File: config.mk
export PLATFORM = sky130hd
export DESIGN_NAME = comp_heartbeat_monitor
export DESIGN_NICKNAME = d
export VERILOG_FILES = /design/src/rtl/hb_pkg.sv /design/src/rtl/hb_channel.sv /design/src/rtl/comp_heartbeat_monitor.sv
export SDC_FILE = /design/constraint.sdc
export NUM_CORES = 1
export LEC_CHECK = 0
export ABC_AREA = 1
export BUFFER_PORTS_ARGS = -buffer_cell sky130_fd_sc_hd__buf_2
export CAP_MARGIN = 20
export CORE_MARGIN = 2
export CORE_UTILIZATION = 62
export DETAILED_ROUTE_END_ITERATION = 8
export PLACE_DENSITY = 0.83
export REMOVE_ABC_BUFFERS = 1
export SLEW_MARGIN = 20
export SYNTH_ARGS = -nofsm -noshare
export SYNTH_HDL_FRONTEND = slang
export SYNTH_SLANG_ARGS = --single-unit
export TNS_END_PERCENT = 10
File: constraint.sdc
create_clock -name clk -period 1.65 [get_ports clk]
set_clock_uncertainty 0.15 [all_clocks]
set_input_delay 0 -clock clk [delete_from_list [all_inputs] [get_ports clk]]
set_output_delay 0 -clock clk [all_outputs]
set_load 0.02 [all_outputs]
File: src/rtl/hb_pkg.sv
// Shared types and defaults for the lab heartbeat monitor.
package hb_pkg;

    // Per-channel presence state: OFF until one heartbeat, PEND until a second, then ON.
    typedef enum logic [1:0] {
        OFF  = 2'd0,
        PEND = 2'd1,
        ON   = 2'd2
    } hb_state_t;

    localparam int N_COMPS_DEF = 5;
    localparam int TIMEOUT_DEF = 1000;

endpackage

File: src/rtl/hb_channel.sv
// One heartbeat line: synchroniser, rising-edge detect, presence FSM and timeout counter.
module hb_channel
    import hb_pkg::*;
#(
    parameter int TIMEOUT = TIMEOUT_DEF,
    parameter int CNT_W   = $clog2(TIMEOUT)
) (
    input  logic clk,
    input  logic rst_n,
    input  logic hb,
    output logic online
);

    localparam logic [CNT_W-1:0] LAST = CNT_W'(TIMEOUT - 1);

    logic             sync1_q, sync2_q, prev_q;
    logic             edge_w;
    hb_state_t        state_q;
    logic [CNT_W-1:0] cnt_q;
    logic             online_q;

    // Two-flop synchroniser followed by a delayed copy for edge detection.
    always_ff @(posedge clk or negedge rst_n) begin
        if (!rst_n) begin
            sync1_q <= 1'b0;
            sync2_q <= 1'b0;
            prev_q  <= 1'b0;
        end else begin
            sync1_q <= hb;
            sync2_q <= sync1_q;
            prev_q  <= sync2_q;
        end
    end

    // A level held high yields exactly one heartbeat.
    assign edge_w = sync2_q & ~prev_q;

    // Presence FSM; an edge always beats a timeout landing in the same cycle.
    always_ff @(posedge clk or negedge rst_n) begin
        if (!rst_n) begin
            state_q  <= OFF;
            cnt_q    <= '0;
            online_q <= 1'b0;
        end else begin
            case (state_q)
                OFF: begin
                    cnt_q    <= '0;
                    online_q <= 1'b0;
                    if (edge_w) state_q <= PEND;
                end
                PEND: begin
                    if (edge_w) begin
                        state_q  <= ON;
                        cnt_q    <= '0;
                        online_q <= 1'b1;
                    end else if (cnt_q == LAST) begin
                        state_q  <= OFF;
                        cnt_q    <= '0;
                        online_q <= 1'b0;
                    end else begin
                        cnt_q    <= cnt_q + 1'b1;
                        online_q <= 1'b0;
                    end
                end
                ON: begin
                    if (edge_w) begin
                        cnt_q    <= '0;
                        online_q <= 1'b1;
                    end else if (cnt_q == LAST) begin
                        state_q  <= OFF;
                        cnt_q    <= '0;
                        online_q <= 1'b0;
                    end else begin
                        cnt_q    <= cnt_q + 1'b1;
                        online_q <= 1'b1;
                    end
                end
                default: begin
                    state_q  <= OFF;
                    cnt_q    <= '0;
                    online_q <= 1'b0;
                end
            endcase
        end
    end

    assign online = online_q;

endmodule

File: src/rtl/comp_heartbeat_monitor.sv
// Top: one hb_channel per lab computer, online vector plus a registered change pulse.
module comp_heartbeat_monitor
    import hb_pkg::*;
#(
    parameter int N_COMPS = N_COMPS_DEF,
    parameter int TIMEOUT = TIMEOUT_DEF
) (
    input  logic               clk,
    input  logic               rst_n,
    input  logic [N_COMPS-1:0] hb,
    output logic [N_COMPS-1:0] comps,
    output logic               change
);

    localparam int CNT_W = $clog2(TIMEOUT);

    logic [N_COMPS-1:0] online_w;
    logic [N_COMPS-1:0] comps_prev_q;
    logic               change_q;

    for (genvar i = 0; i < N_COMPS; i++) begin : g_ch
        hb_channel #(
            .TIMEOUT (TIMEOUT),
            .CNT_W   (CNT_W)
        ) u_ch (
            .clk    (clk),
            .rst_n  (rst_n),
            .hb     (hb[i]),
            .online (online_w[i])
        );
    end

    // Compare against last cycle's vector; any number of toggles gives one pulse.
    always_ff @(posedge clk or negedge rst_n) begin
        if (!rst_n) begin
            comps_prev_q <= '0;
            change_q     <= 1'b0;
        end else begin
            comps_prev_q <= online_w;
            change_q     <= |(online_w ^ comps_prev_q);
        end
    end

    assign comps  = online_w;
    assign change = change_q;

endmodule

==> Yosys cells after proc, flatten, opt, wreduce, memory -nomap -nowiden <==
Index checks and enable logic that the tools add are counted.
W data, S select, Z words.
{ "op_classes": {"n_addsub": 5, "eq_ne": 25, "mux": 60, "bitwise": 11, "reduce_logical": 16} }
{ "ops": {"columns": ["cell", "n"], "rows": [
  ["$mux W10", 15],
  ["$add A10 B1 Y10 const B", 5],
  ["$eq A10 B10 Y1 const B", 5],
  ["$mux W2", 20],
  ["$pmux W2 S3", 5],
  ["$mux W1", 15],
  ["$eq A2 B1 Y1 const B", 5],
  ["$eq A2 B2 Y1 const B", 5],
  ["$logic_not A2 Y1", 5],
  ["$ne A2 B1 Y1 const B", 5],
  ["$ne A2 B2 Y1 const B", 5],
  ["$pmux W1 S2", 5],
  ["$reduce_and A2 Y1", 5],
  ["$reduce_or A2 Y1", 5],
  ["$and A1 B1 Y1", 5],
  ["$not A1 Y1", 5],
  ["$reduce_or A5 Y1", 1],
  ["$xor A5 B5 Y5", 1]
]} }
{ "totals": {"regBits": 86, "input_bits": 7, "output_inout_bits": 6, "word_cells": 149} }

==> Longest topological paths before layout <==
Gate-level depths: netlist (run 1).
{ "depth": {"ltp_word": 4, "ltp_mapped": 10, "depth_no_buf": 10} }

==> Modules after synthesis <==
A second synthesis (run 1) with hierarchy kept.
{ "hier_totals": {"cells_unflattened": 564, "hier_area_um2": 4428.0} }
{ "by_module_without_submodules": {"columns": ["mod", "n_inst", "cells_per_inst", "area_per_inst_um2", "seq_area_each_um2"], "rows": [
  ["hb_channel", 5, 107, 837.1, 400.4],
  ["comp_heartbeat_monitor", 1, 29, 242.7, 150.1]
]} }

==> Least setup slack after synthesis (run 1) <==
No wires, ideal clock.
{ "synth_timing": {"path_type": "reg2reg", "startpoint": "reg g_ch[1].u_ch.state_q[0]", "endpoint": "reg g_ch[1].u_ch.state_q[0]", "setup_time_ps": 116, "arrival_ps": 1235, "required_ps": 1384, "setup_slack_ps": 148, "path_stages_with_launch": 10, "path_buffers": 0, "period_less_slack_ps": 1502, "path_cell_list": "dfrtp_1 -> inv_1 -> ha_1 -> or2_2 -> nand2_1 -> inv_1 -> nand3_1 -> nand2_1 -> nand2_1 -> nand2_1"} }
{ "synth_via": {"elab_chain_cells": 3} }
{ "synth_rtl": {"columns": ["item", "line_no", "rtl"], "rows": [
  ["from (decl)", "hb_channel.sv:18", "hb_state_t state_q;"],
  ["from (signal assigned)", "hb_channel.sv:41", "state_q <= OFF;"],
  ["from (signal assigned)", "hb_channel.sv:49", "if (edge_w) state_q <= PEND;"],
  ["from (signal assigned)", "hb_channel.sv:53", "state_q <= ON;"],
  ["$mux W2, or another cell as far along (2 in series)", null, null],
  ["$pmux W2 S3 or $reduce_and A2 Y1 (tied branches)", null, null]
]} }
Parallel ways exist; a longest one is shown, timed or not. The select of a mux whose other input is x is not followed.
A chain may end at the register's enable or synchronous reset.

==> Final worst setup path (run 1) <==
{ "layout_timing": {"startpoint": "reg g_ch[2].u_ch.state_q[1]", "endpoint": "reg g_ch[2].u_ch.cnt_q[7]"} }
{ "layout_via": {"elab_chain_cells": 3} }
{ "layout_rtl": {"columns": ["item", "line_no", "rtl"], "rows": [
  ["from (decl)", "hb_channel.sv:18", null],
  ["from (signal assigned)", "hb_channel.sv:41", null],
  ["from (signal assigned)", "hb_channel.sv:49", null],
  ["from (signal assigned)", "hb_channel.sv:53", null],
  ["$eq A2 B1 Y1 or $eq A2 B2 Y1 (tied branches)", "hb_channel.sv:45", "case (state_q)"],
  ["$reduce_or A2 Y1 (no source line) *", null, null],
  ["$mux W10 *", null, null],
  ["to (signal assigned)", "hb_channel.sv:61", "cnt_q <= cnt_q + 1'b1;"],
  ["to (signal assigned)", "hb_channel.sv:74", "cnt_q <= cnt_q + 1'b1;"],
  ["to (decl)", "hb_channel.sv:19", "logic [CNT_W-1:0] cnt_q;"]
]} }
Every way passes the cells marked *; elsewhere a longest branch is shown, timed or not.

==> results.py, run 1 <==
metrics = {
    "status": {
        "status": "finished, final reports clean",
    },
    "timing": {
        "setup_viol": 0,
        "slew_headroom": 0.715,
        "slew_violations": 0,
        "max_slew.worst_pin.slew_ns": 0.427,
        "tns_ns": 0,
        "final.period_utilization": 0.974,
        "finalHoldViolCount": 0,
        "period_needed_ns": 1.61,
        "fmax_mhz": 622,
        "final.setup.worst_slack_ns": 0.0424,
        "rsz0062_at_grt": "yes",
    },
    "synthesis": {
        "ys_seq_area_frac": 0.500,
        "synth_largest_area_cell": "dfrtp_1",
        "synth-async-reset-ratio": 1.00,
        "synthTopCellsByArea": "dfrtp_1 50%, nand2_1 9.1%, nor2_1 8.0%",
        "synth_seq_cells": 86,
        "syn-instance-count": 518,
        "synth_top_area_share": 0.500,
        "netlist_area_um2": 4300,
        "synth-main-ff-cell": "dfrtp_1",
        "synth_area_per_cell_um2": 8.30,
        "synth-edff-count": 0,
        "synth.most_common_cell": "nand2_1",
        "ys_warn_count": 0,
        "synth_cell_types": 31,
        "synth_commonest_cells": "104 x nand2_1, 92 x nor2_1, 86 x dfrtp_1",
    },
    "worst_setup_path": {
        "crit_required_ns": 1.76,
        "path_cells": "inv_1, ha_1, inv_1, nor2_1, nand2_4, nor3_1",
        "critPathMaxStageDelay_ns": 0.42,
        "crit_family": "simple AND/OR/NAND/NOR gates",
        "crit_type": "reg -> reg",
        "crit_path_frequent_cell": "inv_1",
        "critPathSlowestCell": "dfrtp_1",
        "critPathMaxFanout": 10,
        "end_kind": "flop",
        "start_kind": "flop",
        "worstPathArrival_ns": 1.72,
        "crit_buf_inv": 2,
    },
    "global_route": {
        "grt_pass1_vias": 3248,
        "grt_overflow_total": 0,
        "grt_use_total": 0.219,
        "grt_pass1_wl_um": 13200,
        "grt_max_degree": 39,
        "antenna_found_initial": 0,
    },
    "floorplan": {
        "die_w_um": 87.3,
        "io_pins": 13,
        "rows": 30,
        "coreArea_um2": 6760,
        "initial_utilization": 0.637,
        "die_h_um": 87.3,
        "die-area_um2": 7620,
    },
    "min_path": {
        "hold_path_class": "in -> reg",
    },
    "place": {
        "portBuffers": 12,
        "dp.cells": 608,
        "pre_cts_ws_ns": -0.0282,
        "place.gp.congestion": 0.859,
        "hpwl_um": 5290,
    },
    "final_layout": {
        "fillers": 485,
        "antennaDiodeCount": 0,
        "stdcell_count": 639,
        "area_growth_pct": 15.0,
        "multi_input_area_um2": 1900,
        "nets": 586,
        "drive_above_1_share": 0.154,
        "seq_area_um2": 2160,
    },
    "clock_network": {
        "htreeDepth": 3,
        "cts_tree": "yes",
        "clockBufferDepth": 2,
        "clk_pin_slew_ns": 0.09,
        "cts.sinks": 86,
        "clk_latency_ns": 0.34,
        "ctsRootBufferMaster": "clkbuf_8",
        "cts_buffers": 9,
    },
    "route": {
        "detail_route.iter0.violations": 135,
        "routedWlPerCell_um": 12.0,
        "avgViaCountPerCell": 5.16,
        "ant_nets": 0,
        "postRouteWirelength_um": 7680,
        "drc": 0,
        "firstDrtPassIters": 5,
        "vias": 3297,
    },
    "power": {
        "vdd_drop_max_mv": 0.945,
        "p_per_area_nw_per_um2": 1460,
        "p_leak_nw": 2.44,
    },
    "flow_run": {
        "max-cap-violations": 0,
    },
}
[sequential cells by signal, summed over array words and instances (netlist names)]
| name | flops |
|---|---|
| g_ch.u_ch.sync1_q | 5 |
| g_ch.u_ch.cnt_q | 50 |
| g_ch.u_ch.state_q | 10 |
| comps_prev_q | 5 |
| change | 1 |
| g_ch.u_ch.online | 5 |
| g_ch.u_ch.prev_q | 5 |
| g_ch.u_ch.sync2_q | 5 |
[path summary, 6_finish.rpt]
check	from	endpoint	slack (ns)	cells after the start
min	hb[1]	g_ch[1].u_ch.sync1_q$_DFF_PN0_	0.14	2
min reg2reg	g_ch[3].u_ch.sync1_q$_DFF_PN0_	g_ch[3].u_ch.sync2_q$_DFF_PN0_	0.20	0
min in group asynchronous	rst_n	g_ch[2].u_ch.state_q[0]$_DFFE_PN0P_	0.52	3
max	g_ch[2].u_ch.state_q[1]$_DFFE_PN0P_	g_ch[2].u_ch.cnt_q[7]$_DFF_PN0_	0.04	6
max in group asynchronous	rst_n	g_ch[3].u_ch.state_q[1]$_DFFE_PN0P_	0.22	4
max reg2reg	g_ch[2].u_ch.state_q[1]$_DFFE_PN0P_	g_ch[2].u_ch.cnt_q[7]$_DFF_PN0_	0.04	6
[cell type report]
cell class,count,share of cell area
sequential,86,0.436
inverter,84,0.0637
clock buffer,10,0.0278
tap,80,0.0202
timing repair buffer,30,0.0460
multi-input combinational,343,0.383
clock inverter,6,0.0235
[report_power, final]
group / leakage [nW] / switching, mW / internal, mW
combinational: 1.17 / 1.59 / 1.08
clock: 0.127 / 0.734 / 1.06
sequential: 1.14 / 0.307 / 2.47
total: 2.44 / 2.63 / 4.61
[timing repair]
action / in CTS / in global routing
pin swaps: 1 / 3
gates resized for setup: 3 / 36
setup endpoints to repair: 6 / 37
hold endpoints to repair: 91 / 0
cloned: 0 / 1
setup buffers: 0 / 7
hold buffers: 7 / 0
[placed cells by master, fill, tap and decap left out, drive strengths merged]
master and count:
nand2 109, nor2 94, dfrtp 86, inv 85
nand3 32, ha 25, buf 23, nor3 20
o21ai 13, a21oi 11, clkbuf 10, or2 8
xor2 7, dlygate4sd3 7, nor3b 6, a31oi 4
xnor2 4, nand4 3, bufinv 3, o21a 2
clkinv 2, a21boi 1, o21bai 1, a22oi 1
nand3b 1, o2111ai 1
[cell families after synthesis]
family / count (synthesis) / share of synthesized area
AO/OA/AOI/OAI: 34 / 0.0445
XOR/XNOR: 11 / 0.0224
adder cells (fa/ha/maj): 25 / 0.0727
buffers and inverters: 90 / 0.0832
flip-flops: 86 / 0.500
AND/OR/NAND/NOR: 272 / 0.277
[metal layers]
metal,GRT usage,vias up,part of all wire
li1,-,1688,-
met5,0,-,0
met4,0.0713,0,0.0047
met2,0.393,41,0.53
met1,0.257,1566,0.44
met3,0.0521,2,0.021
[stage by stage]
| stage | instance area [um^2] | hold WS [ns] | power (mW) | utilization |
|---|---|---|---|---|
| 4_1_cts | 4790 | 0.114 | 6.93 | 0.710 |
| 2_1_floorplan | 4260 | -0.446 | 4.49 | - |
| 5_1_grt | 4950 | 0.123 | 7.83 | 0.732 |
| 3_3_place_gp | 4460 | -0.184 | 4.93 | 0.661 |
| 6_report | 4950 | 0.141 | 7.24 | 0.732 |
| 3_5_place_dp | 4460 | -0.180 | 5.08 | 0.661 |
Note: power is estimated with default switching activity, not from simulation.
==> run 2, diff against run 1 <==
MAX_ROUTING_LAYER = met4   (was default)
==> run 2 against run 1 <==
Compared with the run above: first-iteration DRC count fell by 3.0%; maximum frequency increased by 1.7%; via count is essentially flat; die area stayed put; register-to-register slack better by 0.03 ns; non-clock buffer count is the same.
==> results.py, run 2 (synthesis results as in run 1) <==
metrics = {
    "status": {
        "status": "finished, final reports clean",
    },
    "timing": {
        "rsz0062_at_grt": "yes",
        "final.period_utilization": 0.958,
        "slew_violations": 0,
        "whs_ns": 0.127,
        "setup_viol": 0,
        "max_slew.worst_pin.slew_ns": 0.430,
        "final.setup.worst_slack_ns": 0.0696,
        "finalHoldViolCount": 0,
        "period_needed_ns": 1.58,
        "slew_headroom": 0.713,
        "fmax_mhz": 633,
    },
    "power": {
        "power_frac_seq": 0.383,
        "p_per_area_nw_per_um2": 1460,
        "sw_frac_of_total": 0.365,
        "total_power_mw": 7.25,
        "p_int_mw": 4.61,
        "p_leak_nw": 2.44,
        "switching_power_mw": 2.64,
        "clockPowerShare": 0.249,
        "vdd_drop_max_mv": 0.945,
        "pwr-share-comb": 0.368,
    },
    "final_layout": {
        "top_regs": "g_ch.u_ch.cnt_q x50, g_ch.u_ch.state_q x10",
        "drive_above_1_share": 0.154,
        "seq_area_um2": 2160,
        "nets": 586,
        "fillers": 485,
        "design_area_um2": 4950,
        "final_cell_mix": "105 x nand2_1, 87 x nor2_1, 83 x dfrtp_1",
        "multi_input_area_um2": 1900,
        "area_growth_pct": 15.0,
        "regMostFlops": "g_ch.u_ch.cnt_q",
        "final_common_cell": "nand2_1",
        "largest_register_ffs": 50,
        "antennaDiodeCount": 0,
    },
    "worst_setup_path": {
        "start_kind": "flop",
        "ff2ff_setup_slack_ns": 0.07,
        "crit_type": "reg -> reg",
        "crit_required_ns": 1.78,
        "worstPathArrival_ns": 1.71,
        "end_kind": "flop",
        "critPathMaxFanout": 10,
    },
    "floorplan": {
        "die_w_um": 87.3,
        "die-area_um2": 7620,
        "io_pins": 13,
        "rows": 30,
        "initial_utilization": 0.637,
        "die_h_um": 87.3,
        "coreArea_um2": 6760,
    },
    "place": {
        "portBuffers": 12,
        "hpwl_um": 5290,
        "place.gp.congestion": 0.873,
        "placed_cell_area_um2": 4460,
        "pre_cts_ws_ns": -0.0282,
    },
    "clock_network": {
        "cts_tree": "yes",
        "clk_pin_slew_ns": 0.09,
        "htreeDepth": 3,
        "cts.sinks": 86,
        "cts_buffers": 9,
        "clk_latency_ns": 0.36,
        "ctsRootBufferMaster": "clkbuf_8",
        "clockBufferDepth": 2,
    },
    "route": {
        "routedWlPerCell_um": 12.0,
        "firstDrtPassIters": 4,
        "avgViaCountPerCell": 5.16,
        "vias": 3298,
        "detail_route.iter0.violations": 131,
        "ant_nets": 0,
        "postRouteWirelength_um": 7690,
        "drc": 0,
    },
    "global_route": {
        "grt_pass1_vias": 3243,
        "grt_use_total": 0.226,
        "grt_pass1_wl_um": 13200,
        "grt_overflow_total": 0,
        "antenna_found_initial": 0,
        "grt_max_degree": 39,
    },
    "flow_run": {
        "max-cap-violations": 0,
    },
    "min_path": {
        "hold_path_class": "in -> reg",
    },
}
## run 2: cell counts in the layout (fill, tap and decap cells not counted)
Identical to the previous run, type by type.
## run 2: final cells by class
| type | instances | area share |
|---|---|---|
| Multi-Input combinational cell | 343 | 0.383 |
| Clock inverter | 6 | 0.0235 |
| Clock buffer | 10 | 0.0278 |
| Sequential cell | 86 | 0.436 |
| Inverter | 84 | 0.0637 |
| Timing Repair Buffer | 30 | 0.0460 |
| Tap cell | 80 | 0.0202 |
## run 2: path summary, 6_finish.rpt
path	startpoint	to	cells after the start
max	g_ch[2].u_ch.state_q[1]$_DFFE_PN0P_	g_ch[2].u_ch.cnt_q[7]$_DFF_PN0_	6
min	hb[1]	g_ch[1].u_ch.sync1_q$_DFF_PN0_	2
min reg2reg	g_ch[3].u_ch.sync1_q$_DFF_PN0_	g_ch[3].u_ch.sync2_q$_DFF_PN0_	0
min in group asynchronous	rst_n	g_ch[2].u_ch.state_q[0]$_DFFE_PN0P_	3
max reg2reg	g_ch[2].u_ch.state_q[1]$_DFFE_PN0P_	g_ch[2].u_ch.cnt_q[7]$_DFF_PN0_	6
max in group asynchronous	rst_n	g_ch[0].u_ch.state_q[0]$_DFFE_PN0P_	4
## run 2: metal layers
metal | wire length, um | part of all wire | vias up | track usage
li1 | - | - | 1685 | -
met1 | 3410 | 0.44 | 1567 | 0.257
met2 | 4000 | 0.52 | 36 | 0.393
met3 | 155 | 0.020 | 10 | 0.0408
met4 | 135 | 0.018 | 0 | 0.0881
met5 | 0 | 0 | - | -
## run 2: worst max-delay path, stage by stage, from the launching register on
cell     delay, ns
dfrtp_1       0.42
inv_1         0.09
ha_1          0.27
inv_1         0.06
nor2_1        0.18
nand2_4       0.12
nor3_1        0.20
## run 2: power by group through the flow
| stage | Combinational, mW | Sequential, mW | Clock, mW |
|---|---|---|---|
| final | 2.67 | 2.78 | 1.80 |
| after global routing | 3.06 | 2.83 | 1.93 |
| after CTS | 2.32 | 2.77 | 1.83 |
| after detailed placement | 2.27 | 2.81 | 0 |
| after global placement | 2.16 | 2.78 | 0 |
| after floorplan | 1.68 | 2.81 | 0 |
## run 2: metrics by stage
step | TNS [ns] | cells | utilization
floorplan | 0 | 512 | -
global route | -0.0973 | 639 | 0.732
detailed placement | -0.0329 | 608 | 0.661
global placement | 0 | 608 | 0.661
CTS | -0.0168 | 631 | 0.710
finish | 0 | 639 | 0.732
## run 2: what timing repair did
| action | in CTS | in global routing |
|---|---|---|
| setup endpoints to repair | 6 | 38 |
| cloned | 0 | 1 |
| buffers inserted | 0 | 7 |
| gates resized for setup | 3 | 36 |
| hold buffers | 7 | 0 |
| pin swaps | 1 | 2 |
| endpoints found under the hold margin | 91 | 0 |
==> run 3, diff against run 2 <==
CORE_ASPECT_RATIO = 0.75   (was default)
==> run 3 against run 2 <==
Compared with the run above: cell count rose by 0.16%; routed wire length grew 2.7%; worst setup slack worse by 0.029 ns; clock power decreased by 8%; flip-flop and latch count unchanged; first-iteration DRC count rose by 13%; sequential share of layout area rose by 0.64 points; global-route usage is 0.36 points higher; die area about the same; non-clock buffer count is 2 lower; utilization decreased by 1.1 points; critical path type unchanged; highest routed layer unchanged.
==> results.py, run 3 (synthesis results as in run 1) <==
metrics = {
    "place": {
        "hpwl_um": 5400,
        "placed_cell_area_um2": 4470,
        "place.gp.congestion": 0.879,
        "portBuffers": 12,
        "pre_cts_ws_ns": -0.00168,
    },
    "clock_network": {
        "clk_latency_ns": 0.36,
        "cts_buffers": 9,
        "cts.sinks": 86,
        "clk_pin_slew_ns": 0.09,
        "clockBufferDepth": 2,
        "ctsRootBufferMaster": "clkbuf_8",
        "cts_tree": "yes",
        "htreeDepth": 3,
    },
    "worst_setup_path": {
        "r2r_start": "g_ch[4].u_ch.state_q[0]$_DFFE_PN0P_",
        "worstPathArrival_ns": 1.71,
        "end_kind": "flop",
        "crit_required_ns": 1.75,
        "critPathMaxFanout": 3,
        "crit_path_start": "g_ch[4].u_ch.state_q[0]$_DFFE_PN0P_",
        "crit_type": "reg -> reg",
        "start_kind": "flop",
    },
    "timing": {
        "slew_headroom": 0.757,
        "setup_viol": 0,
        "finalHoldViolCount": 0,
        "rsz0062_at_grt": "yes",
        "slew_violations": 0,
        "final.period_utilization": 0.976,
        "fmax_mhz": 621,
        "period_needed_ns": 1.61,
        "final.setup.worst_slack_ns": 0.0403,
        "max_slew.worst_pin.slew_ns": 0.362,
    },
    "flow_run": {
        "max-cap-violations": 0,
    },
    "route": {
        "avgViaCountPerCell": 5.13,
        "routedWlPerCell_um": 12.3,
        "vias": 3283,
        "postRouteWirelength_um": 7900,
        "detail_route.iter0.violations": 148,
        "firstDrtPassIters": 5,
        "ant_nets": 0,
        "drc": 0,
    },
    "min_path": {
        "min-delay-start": "hb[3]",
        "hold_path_class": "in -> reg",
    },
    "floorplan": {
        "coreArea_um2": 6770,
        "initial_utilization": 0.636,
        "rows": 26,
        "die_w_um": 100,
        "die_h_um": 76.1,
        "die-area_um2": 7630,
        "io_pins": 13,
    },
    "final_layout": {
        "top_regs": "g_ch.u_ch.cnt_q x50, g_ch.u_ch.state_q x10",
        "area_growth_pct": 13.4,
        "final_cell_mix": "103 x nand2_1, 87 x nor2_1, 82 x dfrtp_1",
        "nets": 583,
        "antennaDiodeCount": 0,
        "drive_above_1_share": 0.149,
        "final_common_cell": "nand2_1",
        "regMostFlops": "g_ch.u_ch.cnt_q",
        "largest_register_ffs": 50,
        "fillers": 492,
        "design_area_um2": 4880,
    },
    "power": {
        "pwr-share-comb": 0.368,
        "clockPowerShare": 0.236,
        "power_frac_seq": 0.397,
        "vdd_drop_max_mv": 0.742,
        "p_int_mw": 4.39,
        "switching_power_mw": 2.67,
        "p_per_area_nw_per_um2": 1450,
        "sw_frac_of_total": 0.378,
        "p_leak_nw": 2.39,
    },
    "global_route": {
        "grt_max_degree": 40,
        "grt_pass1_wl_um": 13600,
        "grt_use_total": 0.229,
        "grt_pass1_vias": 3223,
        "antenna_found_initial": 0,
        "grt_overflow_total": 0,
    },
    "status": {
        "status": "finished, final reports clean",
    },
}
[run 3: critical path, cell delays in order, from the launching register on]
cell     delay [ns]
dfrtp_1        0.43
inv_2          0.07
ha_2           0.20
or2_2          0.32
nand2_1        0.07
inv_1          0.04
nand3_1        0.07
nand2_1        0.05
nand2_1        0.05
nand2_1        0.06
[run 3: final cells by class]
cell class / count / area, um^2 / share of cell area
tap: 84 / 105 / 0.0215
inverter: 84 / 315 / 0.0646
timing repair buffer: 28 / 213 / 0.0436
clock inverter: 6 / 92.6 / 0.0190
multi-input combinational: 342 / 1860 / 0.381
sequential: 86 / 2160 / 0.442
clock buffer: 10 / 138 / 0.0282
[run 3: metrics by stage]
| step | power (mW) | TNS (ns) | utilization | hold WS [ns] | instances |
|---|---|---|---|---|---|
| final | 7.06 | 0 | 0.721 | 0.125 | 640 |
| after global routing | 7.60 | -0.521 | 0.721 | 0.103 | 640 |
| after CTS | 6.82 | 0 | 0.707 | 0.111 | 636 |
| after detailed placement | 5.10 | -0.00168 | 0.661 | -0.217 | 612 |
| after global placement | 4.95 | 0 | 0.661 | -0.214 | 612 |
| after floorplan | 4.49 | 0 | - | -0.446 | 512 |
[run 3: final timing paths]
check | end | slack (ns) | depth (start not counted)
worst max-delay path | g_ch[4].u_ch.state_q[0]$_DFFE_PN0P_ | 0.04 | 9
min in group asynchronous | g_ch[2].u_ch.prev_q$_DFF_PN0_ | 0.47 | 3
worst max register to register | g_ch[4].u_ch.state_q[0]$_DFFE_PN0P_ | 0.04 | 9
worst min-delay path | g_ch[3].u_ch.sync1_q$_DFF_PN0_ | 0.13 | 2
worst min register to register | g_ch[2].u_ch.sync2_q$_DFF_PN0_ | 0.21 | 0
max in group asynchronous | g_ch[2].u_ch.cnt_q[1]$_DFF_PN0_ | 0.28 | 4
[run 3: timing repair]
action                     CTS  global route
setup endpoints to repair    5            47
buffers inserted             1             4
gates resized for setup      4            31
pin swaps                    0             2
hold endpoints to repair    91             0
hold buffers                 7             0
[run 3: power groups by stage]
stage	sequential [mW]	clock (mW)	combinational (mW)
finish	2.80	1.66	2.60
global route	2.85	1.79	2.96
CTS	2.77	1.70	2.36
detailed placement	2.81	0	2.29
global placement	2.78	0	2.16
floorplan	2.81	0	1.68
[run 3: per-layer routing]
| metal | share of wire | up-vias | wire length, um | global-route usage |
|---|---|---|---|---|
| li1 | - | 1667 | - | - |
| met2 | 0.48 | 71 | 3820 | 0.378 |
| met4 | 0.010 | 0 | 82 | 0.0521 |
| met3 | 0.048 | 12 | 378 | 0.0679 |
| met5 | 0 | - | 0 | - |
| met1 | 0.46 | 1533 | 3620 | 0.281 |
